[config.mk]
export PLATFORM = sky130hd
export DESIGN_NAME = clock24_time_ctrl
export DESIGN_NICKNAME = d
export VERILOG_FILES = /design/src/rtl/clock24_pkg.sv /design/src/rtl/bcd_mod_cnt.sv /design/src/rtl/clock24_time_ctrl.sv
export SDC_FILE = /design/constraint.sdc
export NUM_CORES = 1
export LEC_CHECK = 0
export ABC_AREA = 1
export ABC_CLOCK_PERIOD_IN_PS = 3200
export BUFFER_PORTS_ARGS = -buffer_cell sky130_fd_sc_hd__clkbuf_2
export CAP_MARGIN = 25
export CORE_MARGIN = 2
export CORE_UTILIZATION = 46
export CTS_CLUSTER_SIZE = 10
export DETAILED_ROUTE_END_ITERATION = 6
export PLACE_DENSITY_LB_ADDON = 0.15
export SETUP_SLACK_MARGIN = 0.5
export SYNTH_ARGS = -nofsm -noshare
export SYNTH_HDL_FRONTEND = slang
export SYNTH_HIERARCHICAL = 1
export SYNTH_SLANG_ARGS = --single-unit
[constraint.sdc]
create_clock -name CLK -period 3.2 [get_ports CLK]
set_input_delay 0.32 -clock CLK [delete_from_list [all_inputs] [get_ports CLK]]
set_output_delay 0.32 -clock CLK [all_outputs]
set_load 0.01 [all_outputs]
[src/rtl/clock24_pkg.sv]
// Shared constants for the 24-hour clock: mode encodings, BCD limits and button bit indices.
package clock24_pkg;

    typedef enum logic [1:0] {
        MODE_RUN      = 2'b00,
        MODE_SET_HOUR = 2'b01,
        MODE_SET_MIN  = 2'b10
    } mode_e;

    localparam logic [7:0] BCD_MAX_MS   = 8'h59;
    localparam logic [7:0] BCD_MAX_HOUR = 8'h23;

    localparam int unsigned BTN_MODE   = 0;
    localparam int unsigned BTN_SELECT = 1;
    localparam int unsigned BTN_UP     = 2;

endpackage

[src/rtl/bcd_mod_cnt.sv]
// Two-digit BCD modulo counter, wraps MAX -> 00.
// Ports: clk, rst_n (async active-low), inc (advance), clr (force 00, wins over inc),
//        value (registered BCD {tens,units}), carry_c (combinational: inc while at MAX).
module bcd_mod_cnt #(
    parameter logic [7:0] MAX = 8'h59
) (
    input  logic       clk,
    input  logic       rst_n,
    input  logic       inc,
    input  logic       clr,
    output logic [7:0] value,
    output logic       carry_c
);

    logic [7:0] value_d;

    assign carry_c = inc && (value == MAX);

    // Next value: units 9 rolls into tens, MAX rolls to 00.
    always_comb begin
        value_d = value;
        if (clr) begin
            value_d = 8'h00;
        end else if (inc) begin
            if (value == MAX) begin
                value_d = 8'h00;
            end else if (value[3:0] == 4'h9) begin
                value_d = {value[7:4] + 4'h1, 4'h0};
            end else begin
                value_d = {value[7:4], value[3:0] + 4'h1};
            end
        end
    end

    always_ff @(posedge clk or negedge rst_n) begin
        if (!rst_n) begin
            value <= 8'h00;
        end else begin
            value <= value_d;
        end
    end

endmodule

[src/rtl/clock24_time_ctrl.sv]
// Timekeeping and time-set controller for the 24-hour clock.
// Ports: CLK, RST (async active-low), BTN[2:0] one-cycle pulses {UP,SELECT,MODE};
//        HOUR/MIN/SEC BCD time, MODE (00 run, 01 set hour, 10 set min),
//        BLINK (toggles each half second), SEC_TICK (pulse when seconds advance in RUN).
module clock24_time_ctrl
    import clock24_pkg::*;
#(
    parameter int unsigned CLK_FREQ = 48000000
) (
    input  logic       CLK,
    input  logic       RST,
    input  logic [2:0] BTN,
    output logic [7:0] HOUR,
    output logic [7:0] MIN,
    output logic [7:0] SEC,
    output logic [1:0] MODE,
    output logic       BLINK,
    output logic       SEC_TICK
);

    localparam int unsigned CNT_W = $clog2(CLK_FREQ / 2);
    localparam logic [CNT_W-1:0] PRESC_TC = CNT_W'(CLK_FREQ / 2 - 1);

    mode_e            state_q, state_d;
    logic [CNT_W-1:0] presc_q;
    logic             phase_q;
    logic             half_en;
    logic             tick;

    logic sec_inc, sec_clr, min_inc, hour_inc;
    logic sec_carry, min_carry, hour_carry;
    logic presc_clr, sec_tick_d;

    assign half_en = (presc_q == PRESC_TC);
    // Whole-second tick is the second half-second enable, i.e. phase 1 -> 0.
    assign tick    = half_en && phase_q;

    // Mode FSM and counter control; only the highest-priority button acts.
    always_comb begin
        state_d    = state_q;
        sec_inc    = 1'b0;
        sec_clr    = 1'b0;
        min_inc    = 1'b0;
        hour_inc   = 1'b0;
        presc_clr  = 1'b0;
        sec_tick_d = 1'b0;
        case (state_q)
            MODE_RUN: begin
                if (BTN[BTN_MODE]) begin
                    // Transition wins over a coincident tick.
                    state_d = MODE_SET_HOUR;
                    sec_clr = 1'b1;
                end else if (tick) begin
                    sec_inc    = 1'b1;
                    sec_tick_d = 1'b1;
                    min_inc    = sec_carry;
                    hour_inc   = min_carry;
                end
            end
            MODE_SET_HOUR: begin
                if (BTN[BTN_MODE]) begin
                    state_d   = MODE_RUN;
                    presc_clr = 1'b1;
                end else if (BTN[BTN_SELECT]) begin
                    state_d = MODE_SET_MIN;
                end else if (BTN[BTN_UP]) begin
                    hour_inc = 1'b1;
                end
            end
            MODE_SET_MIN: begin
                if (BTN[BTN_MODE]) begin
                    state_d   = MODE_RUN;
                    presc_clr = 1'b1;
                end else if (BTN[BTN_SELECT]) begin
                    state_d = MODE_SET_HOUR;
                end else if (BTN[BTN_UP]) begin
                    // Minute wrap in set mode does not carry into hours.
                    min_inc = 1'b1;
                end
            end
            default: state_d = MODE_RUN;
        endcase
    end

    // State, prescaler, phase and strobe registers.
    always_ff @(posedge CLK or negedge RST) begin
        if (!RST) begin
            state_q  <= MODE_RUN;
            presc_q  <= '0;
            phase_q  <= 1'b0;
            BLINK    <= 1'b0;
            SEC_TICK <= 1'b0;
        end else begin
            state_q  <= state_d;
            SEC_TICK <= sec_tick_d;
            BLINK    <= BLINK ^ half_en;
            if (presc_clr) begin
                // Restart so the first second after leaving set mode is a full CLK_FREQ cycles.
                presc_q <= '0;
                phase_q <= 1'b0;
            end else if (half_en) begin
                presc_q <= '0;
                phase_q <= ~phase_q;
            end else begin
                presc_q <= presc_q + CNT_W'(1);
            end
        end
    end

    assign MODE = state_q;

    bcd_mod_cnt #(.MAX(BCD_MAX_MS)) u_sec (
        .clk     (CLK),
        .rst_n   (RST),
        .inc     (sec_inc),
        .clr     (sec_clr),
        .value   (SEC),
        .carry_c (sec_carry)
    );

    bcd_mod_cnt #(.MAX(BCD_MAX_MS)) u_min (
        .clk     (CLK),
        .rst_n   (RST),
        .inc     (min_inc),
        .clr     (1'b0),
        .value   (MIN),
        .carry_c (min_carry)
    );

    bcd_mod_cnt #(.MAX(BCD_MAX_HOUR)) u_hour (
        .clk     (CLK),
        .rst_n   (RST),
        .inc     (hour_inc),
        .clr     (1'b0),
        .value   (HOUR),
        .carry_c (hour_carry)
    );

    logic unused_c;
    assign unused_c = hour_carry;

endmodule
==> run_results.csv, run 1 <==
group,metric,value,unit
timing,rsz0062_at_grt,"yes",
timing,min_period,2.60,ns
drt,vias,2900,
cts,cts.sinks,54,
drt,highest_layer,"met4",
placed_design,io_buffers,32,
drt,wl_per_cell,11.7,um
cts,cts-root-buf,"clkbuf_8",
global_route,gr-total-overflow,0,
floorplanning,die_h,89.8,um
critical_path,path_class,"flop to flop",
floorplanning,ios,33,
cts,cts-htree-levels,2,
placed_design,hpwl,5.34,mm
critical_path,crit_path_top_delay_cell,"dfrtp_1",
cts,clk_pin_slew,0.10,ns
critical_path,r2r_start,"MODE[1]",
critical_path,cp.required,3.40,ns
timing,setup_viol,0,
timing,fin_skew,0.00679,ns
drt,wl,7.11,mm
drt,viasPerCell,4.77,
worst_hold_path,hold_class,"primary input to async pin",
floorplanning,start_util,0.472,
drt,drt_iter0_markers,97,
outcome,status,"finished, final reports clean",
yosys,synthesis.area,3390,um2
global_route,antenna_found_initial,0,
cts,numCtsBuffers,5,
floorplanning,coreArea,7180,um2
timing,fmax,0.385,GHz
cells_and_area,n_fill_cell,702,
floorplanning,rows,31,
timing,fin_tns_setup,0,ns
cts,clockBufferDepth,2,
global_route,grt_util_all_layers,0.184,
cts,cts_tree,"yes",
cells_and_area,final_core_util,0.556,
critical_path,cp_max_fo,5,
drt,route.met3.wl,226,um
global_route,grt_pass1_wl,12.5,mm
cells_and_area,layout-drive-gt1-share,0.248,
critical_path,critPathCaptureType,"flop",
drt,drc_errors,0,
pwr,ir_worst_vdd,374,uV
drt,wl_met2,3.22,mm
yosys,avgSynthCellArea,7.45,um2
yosys,synthCells,455,
placed_design,gp_congestion,0.855,
critical_path,start_kind,"flop",
critical_path,cpPeakStageDelay,0.43,ns
pwr,p_leak,2.05,nW
yosys,yosysWarnings,6,
cells_and_area,nets,531,
pwr,power_density,456,nW/um2
drt,first_pass_iters,4,
critical_path,reg2reg_depth,19,
critical_path,crit_chain,"inv_2 > ha_4 > inv_4 > nor2_4 > inv_2 > nor4_4 > nand4_2 > nor2_1 > nand3_1 > nand2_2 > nand4_4 > nor2_1 > nand3_1 > nand2_2 > nor2_4 > inv_2 > nand2_2 > xor2_1 > nor2_2",
drt,antenna_left,0,
floorplanning,die_w,89.8,um
drt,drt-met1-wl,3.62,mm
cts,clock_latency,0.31,ns
timing,drv_slew,0,
global_route,grt_pass1_vias,2714,
cells_and_area,area_growth,17.8,%
floorplanning,dieArea,8070,um2
timing,min_period_over_period,0.811,
critical_path,critPathLaunch,"MODE[1]",
critical_path,cp_data_arrival_time,2.80,ns
global_route,grt_start_max_net_pins,38,
cells_and_area,n_antenna_cell,0,
timing,hold_viol_final,0,
flow_run,drv_cap,0,
## power breakdown
part           switching, mW  internal, mW  leakage, nW
Clock                  0.227         0.251       0.0573
Combinational          0.329         0.211         1.25
Sequential            0.0619         0.739        0.743
Total                  0.618          1.20         2.05
## final timing paths
path	end	slack, ns
worst max-delay path	u_hour/value[2]	0.60
worst min-delay path	presc_q[21]	0.47
worst max register to register	u_hour/value[2]	0.60
worst min register to register	BLINK	0.50
max in group asynchronous	u_hour/value[0]	2.14
min in group CLK	MODE[1]	0.47
## timing repair
item | 4_1_cts | 5_1_grt
endpoints found under the hold margin | 0 | 12
hold buffers | 0 | 1
setup endpoints to repair | 8 | 8
pin swaps | 2 | 14
setup buffers | 2 | 7
resized for setup | 4 | 17
## cell type report
type	count	area, um2	area share
multi-input cells	333	1860	0.466
flip-flops and latches	54	1350	0.339
inverters	71	269	0.0674
clock inverters	1	30.0	0.00752
repair buffers	44	273	0.0683
well taps	99	124	0.0310
clock buffers	6	82.6	0.0207
## per-stage QoR
| stage | std cells | cell area [um2] | hold slack (ns) | setup WS [ns] | total power [mW] |
|---|---|---|---|---|---|
| finish | 608 | 3990 | 0.466 | 0.604 | 1.82 |
| global placement | 590 | 3710 | 0.444 | 0.452 | 1.24 |
| floorplan | 458 | 3420 | 0.0244 | 0.566 | 1.11 |
| global route | 608 | 3990 | 0.496 | 0.435 | 1.94 |
| CTS | 599 | 3850 | 0.178 | 0.500 | 1.75 |
| detailed placement | 590 | 3710 | 0.450 | 0.345 | 1.26 |
## critical path: cells and delay by family (launching register included)
kind | cells | cell delay (ns)
DFF | 1 | 0.43
and+or+nand+nor | 13 | 1.48
adders and majority gates | 1 | 0.15
xor gates and xnor gates | 1 | 0.15
buffers and inverters | 4 | 0.30
## cell usage in the layout (no fill, tap or decap), types with 5 or more instances in the layout
cell type,n
nand2_1,122
nor2_1,61
dfrtp_1,54
inv_1,54
clkbuf_2,32
nand3_1,24
nor2_2,22
inv_2,15
ha_1,15
nand2_2,14
xor2_1,12
nor2_4,10
buf_4,10
a21oi_1,7
xnor2_1,6
clkbuf_8,6
nor3_1,5
## flip-flops by register name, summed over array words and instances (netlist names)
register      cells
BLINK             1
u_sec/value       8
phase_q           1
SEC_TICK          1
MODE              2
u_min/value       8
u_hour/value      8
presc_q          25
## metal layers
metal / vias to the layer above / GRT usage
met5: - / 0
met4: 0 / 0.0410
met3: 5 / 0.0277
met2: 43 / 0.301
met1: 1366 / 0.260
li1: 1486 / -
Power figures use the tool's default switching activity.
==> inputs of run 2 (changes only) <==
--- a/config.mk
+++ b/config.mk
@@ -5,8 +5,8 @@
 export SDC_FILE = /design/constraint.sdc
 export NUM_CORES = 1
 export LEC_CHECK = 0
-export ABC_AREA = 1
-export ABC_CLOCK_PERIOD_IN_PS = 3200
+export ABC_AREA = 0
+export ABC_CLOCK_PERIOD_IN_PS = 2500
 export BUFFER_PORTS_ARGS = -buffer_cell sky130_fd_sc_hd__clkbuf_2
 export CAP_MARGIN = 25
 export CORE_MARGIN = 2
==> constraint.sdc (replaced) <==
create_clock -name CLK -period 2.5 [get_ports CLK]
set_input_delay 0.25 -clock CLK [delete_from_list [all_inputs] [get_ports CLK]]
set_output_delay 0.25 -clock CLK [all_outputs]
set_load 0.01 [all_outputs]
==> run_results.csv, run 2 <==
group,metric,value,unit
global_route,grt_pass1_wl,11.9,mm
pwr,ir_worst_vdd,380,uV
drt,antenna_left,0,
critical_path,critPathLaunch,"presc_q[14]",
critical_path,cp_top_family,"simple AND/OR/NAND/NOR gates",
drt,drt_iter0_markers,95,
pwr,power_density,552,nW/um2
drt,wl_per_cell,14.5,um
critical_path,cp_data_arrival_time,3.11,ns
worst_hold_path,hold_class,"primary input to flop",
cells_and_area,area_growth,34.8,%
critical_path,crit_chain,"nor4bb_4 > nand4_1 > nor2_4 > and3_4 > nand4b_4 > nor2_2 > a41o_1 > nand4b_4 > nor2_1 > a41o_1 > buf_4 > nand2_1 > mux2_2 > o32ai_1",
pwr,p_leak,1.89,nW
cts,cts.sinks,54,
cts,cts_tree,"yes",
pwr,p_int,1.57,mW
cells_and_area,n_fill_cell,567,
yosys,avgSynthCellArea,9.65,um2
timing,hold_viol_final,0,
critical_path,cpPeakStageDelay,0.42,ns
yosys,synthCells,323,
timing,setup_viol,12,
pwr,power_frac_comb,0.332,
cts,clock_latency,0.31,ns
drt,first_pass_iters,4,
global_route,grt_pass1_vias,2577,
cells_and_area,nets,436,
timing,min_period,2.91,ns
drt,wl,7.18,mm
drt,route.met3.wl,163,um
floorplanning,coreArea,6680,um2
pwr,clkPwrFrac,0.251,
floorplanning,ios,33,
critical_path,critPathCaptureType,"flop",
drt,highest_layer,"met4",
cts,clk_pin_slew,0.09,ns
floorplanning,start_util,0.467,
yosys,yosysWarnings,6,
timing,min_period_over_period,1.16,
timing,fin_skew,0.00704,ns
cts,cts-root-buf,"clkbuf_8",
pwr,swShare,0.325,
timing,fin_tns_setup,-2.63,ns
placed_design,hpwl,4.84,mm
floorplanning,rows,30,
drt,vias,2710,
cts,cts-htree-levels,2,
floorplanning,die_w,86.3,um
pwr,switching_power,0.754,mW
global_route,gr-total-overflow,0,
drt,viasPerCell,5.47,
critical_path,r2r_start,"presc_q[14]",
floorplanning,dieArea,7450,um2
critical_path,cp.required,2.71,ns
cells_and_area,largest_reg_flops,25,
drt,drt-met1-wl,3.48,mm
cells_and_area,n_antenna_cell,0,
outcome,violations,"negative setup slack",
yosys,synthesis.area,3120,um2
cts,numCtsBuffers,5,
placed_design,io_buffers,32,
floorplanning,die_h,86.3,um
cells_and_area,regMostFlops,"presc_q",
cells_and_area,final_cell_mix,"dfrtp_1, buf_4, clkbuf_2",
critical_path,start_kind,"flop",
global_route,grt_util_all_layers,0.197,
timing,drv_slew,0,
drt,wl_met2,3.44,mm
drt,drc_errors,0,
cts,clockBufferDepth,2,
pwr,total_power,2.32,mW
pwr,seqPwrFrac,0.417,
critical_path,crit_path_top_delay_cell,"dfrtp_1",
flow_run,drv_cap,0,
critical_path,worstPathBufferInverterCount,1,
timing,fmax,0.344,GHz
cells_and_area,layout-drive-gt1-share,0.337,
global_route,grt_start_max_net_pins,41,
timing,setup_ws,-0.406,ns
timing,rsz0062_at_grt,"yes",
outcome,status,"finished, violations left",
placed_design,gp_congestion,0.811,
cells_and_area,layout_commonest_cell,"dfrtp_1",
worst_hold_path,hp-start,"BTN[0]",
global_route,antenna_found_initial,0,
critical_path,path_class,"flop to flop",
critical_path,cp_max_fo,6,
==> run 2: power groups by stage <==
stage	combinational, mW	sequential [mW]	clock [mW]
after floorplan	0.285	1.01	0
after global placement	0.541	0.983	0
after detailed placement	0.545	0.985	0
after CTS	0.598	0.968	0.601
after global routing	0.845	0.976	0.633
final	0.769	0.968	0.583
==> run 2: worst reg2reg max path: stages (launching register included) <==
cell and delay, ns:
dfrtp_1 0.42, nor4bb_4 0.32, nand4_1 0.22, nor2_4 0.14, and3_4 0.21, nand4b_4 0.11
nor2_2 0.10, a41o_1 0.22, nand4b_4 0.11, nor2_1 0.10, a41o_1 0.19, buf_4 0.15
nand2_1 0.05, mux2_2 0.25, o32ai_1 0.22
==> run 2: what timing repair did <==
action / 4_1_cts / 5_1_grt
hold buffers: 1 / 0
pin swaps: 13 / 9
buffers inserted: 3 / 5
gates cloned: 0 / 1
resized for setup: 28 / 31
endpoints found under the setup margin: 22 / 48
endpoints found under the hold margin: 14 / 0
==> run 2: final timing paths <==
check	slack [ns]	endpoint	depth (start not counted)
min reg2reg	0.48	BLINK	1
max	-0.41	u_hour/value[2]	14
max in group asynchronous	1.55	u_hour/value[1]	3
min in group asynchronous	0.39	u_sec/value[6]	2
min	0.33	presc_q[2]	3
max reg2reg	-0.41	u_hour/value[2]	14
==> run 2: stage by stage <==
| step | cells | cell area, um2 | worst slack (ns) | hold slack [ns] | utilization |
|---|---|---|---|---|---|
| after floorplan | 330 | 3190 | -0.639 | -0.0456 | - |
| after global placement | 477 | 3760 | -0.387 | 0.205 | 0.563 |
| after CTS | 489 | 4010 | -0.417 | 0.294 | 0.600 |
| after global routing | 495 | 4200 | -0.584 | 0.310 | 0.629 |
| final | 495 | 4200 | -0.406 | 0.325 | 0.629 |
| after detailed placement | 477 | 3760 | -0.451 | 0.206 | 0.563 |
==> run 2: routing by layer <==
layer	vias to the layer above	GRT usage
met5	-	0
met4	0	0.0511
met3	8	0.0333
met2	34	0.316
met1	1301	0.277
li1	1367	-
==> run 2: area by class of cell <==
cell class / instances / area, um2 / share of cell area
clock buffer: 7 / 76.3 / 0.0182
clock inverter: 1 / 30.0 / 0.00714
inverter: 15 / 56.3 / 0.0134
multi-input combinational: 250 / 1940 / 0.461
sequential: 54 / 1350 / 0.322
tap: 80 / 100 / 0.0238
timing repair buffer: 88 / 653 / 0.155
